`src/rtl/key_event_classifier.sv`:
```
// Turns debounced press/release edge pulses into short/double/long/auto-repeat
// event pulses. All timing runs off a 1 ms tick from an internal prescaler.
module key_event_classifier #(
    parameter int FREQ      = 50,
    parameter int LONG_MS   = 1000,
    parameter int DBL_MS    = 250,
    parameter int REPEAT_MS = 200
) (
    input  logic clk,
    input  logic rst,
    input  logic key_press,
    input  logic key_release,
    output logic short_press,
    output logic double_click,
    output logic long_press,
    output logic auto_repeat,
    output logic busy
);

    localparam int PRE_CNT = FREQ * 1000;
    localparam int PRE_W   = $clog2(PRE_CNT);
    localparam int MS_MAX  = (LONG_MS > DBL_MS) ?
                             ((LONG_MS > REPEAT_MS) ? LONG_MS : REPEAT_MS) :
                             ((DBL_MS > REPEAT_MS) ? DBL_MS : REPEAT_MS);
    localparam int MS_W    = $clog2(MS_MAX + 1);

    localparam logic [PRE_W-1:0] PRE_TC = PRE_W'(PRE_CNT - 1);
    localparam logic [MS_W-1:0]  LONG_T = MS_W'(LONG_MS);
    localparam logic [MS_W-1:0]  DBL_T  = MS_W'(DBL_MS);
    localparam logic [MS_W-1:0]  REP_T  = MS_W'(REPEAT_MS);

    typedef enum logic [2:0] {IDLE, PRESS1, WAIT2, PRESS2, HOLD} state_t;

    state_t           state;
    logic [PRE_W-1:0] presc;
    logic [MS_W-1:0]  ms;
    logic             press, rel;
    logic             ms_long, ms_dbl, ms_rep;
    logic             timer_clr;

    // Simultaneous press and release cancel each other out.
    assign press   = key_press & ~key_release;
    assign rel     = key_release & ~key_press;
    assign ms_long = (ms == LONG_T);
    assign ms_dbl  = (ms == DBL_T);
    assign ms_rep  = (ms == REP_T);

    // Timer restarts on any state change and on each repeat emission.
    always_comb begin
        timer_clr = 1'b0;
        case (state)
            IDLE:    timer_clr = press;
            PRESS1:  timer_clr = rel | ms_long;
            WAIT2:   timer_clr = press | ms_dbl;
            PRESS2:  timer_clr = rel;
            HOLD:    timer_clr = rel | ms_rep;
            default: timer_clr = 1'b1;
        endcase
    end

    always_ff @(posedge clk or posedge rst) begin
        if (rst) begin
            presc <= '0;
            ms    <= '0;
        end else if (timer_clr) begin
            presc <= '0;
            ms    <= '0;
        end else if (presc == PRE_TC) begin
            presc <= '0;
            if (!(&ms))
                ms <= ms + MS_W'(1);
        end else begin
            presc <= presc + PRE_W'(1);
        end
    end

    always_ff @(posedge clk or posedge rst) begin
        if (rst) begin
            state        <= IDLE;
            short_press  <= 1'b0;
            double_click <= 1'b0;
            long_press   <= 1'b0;
            auto_repeat  <= 1'b0;
            busy         <= 1'b0;
        end else begin
            short_press  <= 1'b0;
            double_click <= 1'b0;
            long_press   <= 1'b0;
            auto_repeat  <= 1'b0;
            case (state)
                IDLE: begin
                    if (press) begin
                        state <= PRESS1;
                        busy  <= 1'b1;
                    end
                end
                PRESS1: begin
                    if (rel) begin
                        state <= WAIT2;
                    end else if (ms_long) begin
                        state      <= HOLD;
                        long_press <= 1'b1;
                    end
                end
                WAIT2: begin
                    if (press) begin
                        state <= PRESS2;
                    end else if (ms_dbl) begin
                        state       <= IDLE;
                        short_press <= 1'b1;
                        busy        <= 1'b0;
                    end
                end
                PRESS2: begin
                    if (rel) begin
                        state        <= IDLE;
                        double_click <= 1'b1;
                        busy         <= 1'b0;
                    end
                end
                HOLD: begin
                    if (rel) begin
                        state <= IDLE;
                        busy  <= 1'b0;
                    end else if (ms_rep) begin
                        auto_repeat <= 1'b1;
                    end
                end
                default: begin
                    state <= IDLE;
                    busy  <= 1'b0;
                end
            endcase
        end
    end

endmodule

```
`config.mk`:
```
export PLATFORM = sky130hd
export DESIGN_NAME = key_event_classifier
export DESIGN_NICKNAME = d
export VERILOG_FILES = /design/src/rtl/key_event_classifier.sv
export SDC_FILE = /design/constraint.sdc
export NUM_CORES = 1
export LEC_CHECK = 0
export BUFFER_PORTS_ARGS = -buffer_cell sky130_fd_sc_hd__buf_2
export CAP_MARGIN = 20
export CORE_ASPECT_RATIO = 0.6
export CORE_MARGIN = 5
export CORE_UTILIZATION = 33
export CTS_CLUSTER_SIZE = 20
export DETAILED_ROUTE_END_ITERATION = 8
export SETUP_SLACK_MARGIN = 0.3
export SYNTH_ARGS = -nofsm -noshare
export SYNTH_HDL_FRONTEND = slang
export SYNTH_SLANG_ARGS = --single-unit
```
`constraint.sdc`:
```
create_clock -name clk -period 5.3 [get_ports clk]
set_input_delay 0.265 -clock clk [delete_from_list [all_inputs] [get_ports clk]]
set_output_delay 0.265 -clock clk [all_outputs]
set_load 0.05 [all_outputs]
```
# --- Word-level counts from Yosys, hierarchy flattened ---
# Cells that the tools add are included.
totals:
  input_bits: 4
  word_cells: 69
  regBits: 34
classes:
  n_addsub: 2
  eq_ne: 15
  n_bitwise: 8
  mux: 29
  reduce_logical: 7
ops:
  columns: ["operator", "n"]
  rows:
  - ["2-to-1 mux 16 bit", 2]
  - ["2-to-1 mux 10 bit", 3]
  - ["equality test 10 x 8 -> 1 bit (second input constant)", 2]
  - ["2-to-1 mux 3 bit", 6]
  - ["adder 16 x 1 -> 16 bit (second input constant)", 1]
  - ["equality test 16 bit (second input constant)", 1]
  - ["2-to-1 mux 1 bit", 15]
  - ["one-hot mux 3 bit (4 select lines)", 1]
  - ["adder 10 x 1 -> 10 bit (second input constant)", 1]
  - ["equality test 10 bit (second input constant)", 1]
  - ["AND reduction 10 bit", 1]
  - ["inequality test 2 bit (second input constant)", 4]
  - ["equality test 3 x 2 -> 1 bit (second input constant)", 2]
  - ["inequality test 3 bit (second input constant)", 2]
  - ["one-hot mux 1 bit (5 select lines)", 1]
  - ["AND reduction 5 bit", 1]
  - ["one-hot mux 1 bit (4 select lines)", 1]
  - ["AND reduction 4 bit", 1]
  - ["equality test 3 x 1 -> 1 bit (second input constant)", 1]
  - ["equality test 3 bit (second input constant)", 1]
  - ["zero test 3 bit", 1]
  - ["inverter 1 bit", 3]
  - ["OR 1 bit", 3]
  - ["AND 1 bit", 2]
  - ["other kinds (4)", 4]

# --- Longest topological paths before layout ---
depth:
  word_depth: 6
  depth_mapped: 8

# --- Worst setup path before layout ---
# Ideal clock, no wire load.
synth_path:
  path_kind: "register -> register"
  from: "reg ms[8]"
  to: "reg presc[11]"
  n_path_buf: 1
  path_stages_with_launch: 7
  setup_time_ps: 119
  path_slack_ps: 3381
  arrival_time_ps: 1801
  path_cell_list: "dfrtp_1 -> or4b_1 -> or3_4 -> o221a_4 -> nand3_4 -> buf_8 -> nor2_1"
synth_via:
  elab_chain_len: 4
synth_lines:
  columns: ["item", "line", "source"]
  rows:
  - ["start: declaration", "36", "logic [MS_W-1:0] ms;"]
  - ["start signal: assignment", "71", "ms <= ms + MS_W'(1);"]
  - ["equality test 10 x 8 -> 1 bit (tied with other cells)", "46", "assign ms_rep = (ms == REP_T);"]
  - ["OR 1 bit (on tied branches)", "56, 53, 54", null]
  - ["one-hot mux 1 bit (5 select lines) (*)", "51", "case (state)"]
  - ["2-to-1 mux 16 bit (*)", "65", "end else if (timer_clr) begin"]
  - ["end signal: assignment", "73", "presc <= presc + PRE_W'(1);"]
  - ["end: declaration", "35", "logic [PRE_W-1:0] presc;"]
# Mark *: on every way between the ends. The rest lies on a longest branch, timed or not.
# A chain may end at the register's enable or synchronous reset.

# --- Worst setup path in the final report ---
layout_path:
  from: "reg ms[8]"
  to: "reg ms[7]"
layout_via:
  elab_chain_len: 5
layout_lines:
  columns: ["item", "line"]
  rows:
  - ["equality test 10 x 8 -> 1 bit (tied with other cells)", "46"]
  - ["OR 1 bit (on tied branches)", "56, 53, 54"]
  - ["one-hot mux 1 bit (5 select lines)", "51"]
  - ["inequality test 2 bit (no line) or nonzero test 2 bit (tied branches)", null]
  - ["AND reduction 2 bit (no line)", null]
# Several ways; a longest one is shown, not always the timed one.

==> flow_summary.json <==
{
  "outcome": "finished, final reports clean",
  "slowest_delay_ns": 0.54,
  "synth_top_area_share_pct": 44.56,
  "final_nets": 209,
  "dpl.hpwl_mm": 2.637,
  "synth-seq-cells": 34,
  "ir_worst_vdd_v": 0.0001296,
  "initialDrtViolationCount": 100,
  "path_cells": "or4b_1 > or3_4 > o221a_4 > nand2_1 > o21ba_2",
  "sequentialPowerShare_pct": 48.6,
  "crit_fanout": 11,
  "vias": 1379,
  "place_congestion": 0.7961,
  "nFillCells": 589,
  "post_route_cells_drive_above_1_share_pct": 15.84,
  "finalMaxSlewViolations": 0,
  "cellPowerDensity_nw_per_um2": 314.3,
  "fp.dieH_um": 68.92,
  "final_area_um2": 2052,
  "drt.antenna.violating_nets": 0,
  "synth_cell_types": 48,
  "drc": 0,
  "ys_warn_count": 0,
  "io-pin-count": 9,
  "yosys-top-cells-area": "dfrtp_1 45%, nor2_1 6.5%, xnor2_1 6.4%",
  "worstPathRequired_ns": 5.48,
  "synth_top_area_cell": "dfrtp_1",
  "cts_hold_buffers": 0,
  "synth_seq_area_share_pct": 44.56,
  "combPwrFrac_pct": 20.1,
  "wl_per_cell_um": 13.50,
  "fin_crit_ns": 2.278,
  "area.growth.synth_to_final_pct": 7.471,
  "synth.net_count": 199,
  "p_switching_mw": 0.2037,
  "clock.fmax_ghz": 0.4390,
  "clk_path_buf_depth": 2,
  "antenna_cells": 0,
  "portBuffers": 8,
  "synth-edff-count": 0,
  "die-area_um2": 7457,
  "p_leak_nw": 0.8819,
  "clkLatencyLatePin_ns": 0.29,
  "power.total_mw": 0.6449,
  "grt_setup_unrepaired": "false",
  "worst_slew_pin_slew_ns": 0.6628,
  "grt_pass1_wl_mm": 6.582,
  "swShare_pct": 31.58,
  "cts.sinks": 34,
  "critPathLaunchType": "register",
  "hold_violations": 0,
  "timing.setup.tns_ns": 0,
  "crit_family": "simple AND/OR/NAND/NOR gates",
  "htreeDepth": 2,
  "pwr-share-clk_pct": 31.3,
  "start_util_pct": 34.12,
  "power.internal_mw": 0.4412,
  "cts_buffers": 5,
  "syn_inst": 191,
  "worstHoldPathType": "in -> async",
  "slowest_stage": "or4b_1",
  "async_flop_share_pct": 100.0,
  "finalWirelength_mm": 3.807,
  "syn-mean-instance-area_um2": 9.996,
  "clock_skew_ns": 0.007644,
  "path_buf_inv": 0,
  "cts.repair.resized": 0,
  "antenna_found_initial": 0,
  "path_clk_slew_ns": 0.07,
  "synthTopCellsByCount": "34 x dfrtp_1, 33 x nor2_1, 14 x xnor2_1",
  "period_share_pct": 42.98,
  "setup_viol": 0,
  "timing.hold.ws_ns": 0.06130,
  "rows": 21,
  "postCtsSetupBuffers": 0,
  "synth.most_common_cell": "dfrtp_1",
  "drv_cap": 0,
  "gr-usage-all-layers_pct": 11.62,
  "syn_area_um2": 1909,
  "cp-end-kind": "register",
  "post_drt_via_cell_ratio": 4.890,
  "worstSetupPathType": "reg -> reg",
  "postPlaceCellArea_um2": 1961,
  "cts_tree": "built",
  "synth_ff_type": "dfrtp_1",
  "fp.coreArea_um2": 5597,
  "grt-ovfl-total": 0,
  "first_global_vias": 1254,
  "grt_max_degree": 35,
  "cp.arrival_ns": 2.46,
  "rrSetupSlack_ns": 3.02,
  "relSlewSlack_pct": 55.47,
  "dieWidth_um": 108.2,
  "clockRootBuffer": "clkbuf_8",
  "drt_pass1_iterations": 5
}
==> metal layers <==
| metal | track usage, % | vias up | wire [µm] |
|---|---|---|---|
| met1 | 18.13 | 673 | 2166 |
| met5 | 0 | - | 0 |
| met3 | 4.279 | 2 | 217 |
| met4 | 2.835 | 0 | 22 |
| met2 | 14.47 | 27 | 1401 |
| li1 | - | 677 | - |
==> cells in the final DEF (no fill, tap or decap), types with 2 or more instances in the layout <==
cell type / synthesis / final
nor2_1: 33 / 33
or3b_2: 3 / 3
clkbuf_8: 0 / 6
dfrtp_1: 34 / 34
inv_1: 8 / 8
nor3_1: 8 / 8
a21o_1: 2 / 2
nor4_1: 4 / 4
ha_1: 4 / 4
a22oi_1: 2 / 2
nand2_1: 13 / 13
and3_1: 2 / 2
nor4b_1: 3 / 3
and2_1: 2 / 2
a21oi_1: 4 / 4
buf_2: 0 / 8
nor2b_1: 2 / 2
xor2_1: 8 / 8
nand3_1: 8 / 8
nor4bb_1: 2 / 2
nand4_1: 6 / 6
xnor2_1: 14 / 14
o21ai_0: 2 / 2
==> cell type report <==
type                            count  area (µm²)  share of cell area (%)
Clock buffer                        7       86.33                   4.207
Clock inverter                      1       5.005                  0.2439
Inverter                            8       30.03                   1.463
Multi-Input combinational cell    143       932.1                   45.43
Sequential cell                    34       850.8                   41.46
Tap cell                           80       100.1                   4.878
Timing Repair Buffer                9       47.55                   2.317
==> stage by stage <==
stage | std cells | setup slack (ns) | util, %
after floorplan | 191 | 3.381 | -
after global placement | 274 | 3.090 | 35.03
after detailed placement | 274 | 3.049 | 35.03
after CTS | 282 | 3.031 | 36.66
after global routing | 282 | 2.781 | 36.66
final | 282 | 3.022 | 36.66
==> power by group through the flow <==
stage	Clock (mW)	Sequential [mW]	Combinational [mW]
6_report	0.202	0.314	0.130
4_1_cts	0.206	0.314	0.132
5_1_grt	0.225	0.318	0.147
3_5_place_dp	0	0.319	0.130
2_1_floorplan	0	0.313	0.132
3_3_place_gp	0	0.317	0.129
==> worst paths after layout <==
check	to	startpoint	cells after the start
worst max-delay path	ms[7]	ms[8]	5
worst min-delay path	presc[10]	rst	3
worst max register to register	ms[7]	ms[8]	5
worst min register to register	presc[0]	presc[0]	1
max in group asynchronous	presc[13]	rst	3
min in group clk	state[0]	key_release	3
==> registers in the layout, indices dropped and copies added (netlist names) <==
register / count
presc: 16
state: 3
double_click: 1
auto_repeat: 1
ms: 10
long_press: 1
short_press: 1
busy: 1
==> kinds of logic (layout without fill, tap and decap cells) <==
| group | Yosys count | in the layout | synth area share (%) |
|---|---|---|---|
| adder cells (fa/ha/maj) | 4 | 4 | 2.621 |
| XOR/XNOR | 22 | 22 | 10.09 |
| AO/OA/AOI/OAI | 20 | 20 | 7.995 |
| buffers and inverters | 14 | 25 | 6.619 |
| flip-flops | 34 | 34 | 44.56 |
| multiplexers | 1 | 1 | 0.5897 |
| AND/OR/NAND/NOR | 96 | 96 | 27.52 |
==> worst reg2reg max path, delay by kind of cell (launching register included) <==
family / cells / cell delay [ns]
AO/OA/AOI/OAI: 2 / 0.51
flip-flops: 1 / 0.46
AND/OR/NAND/NOR: 3 / 1.20
Note: power is estimated with default switching activity, not from simulation.
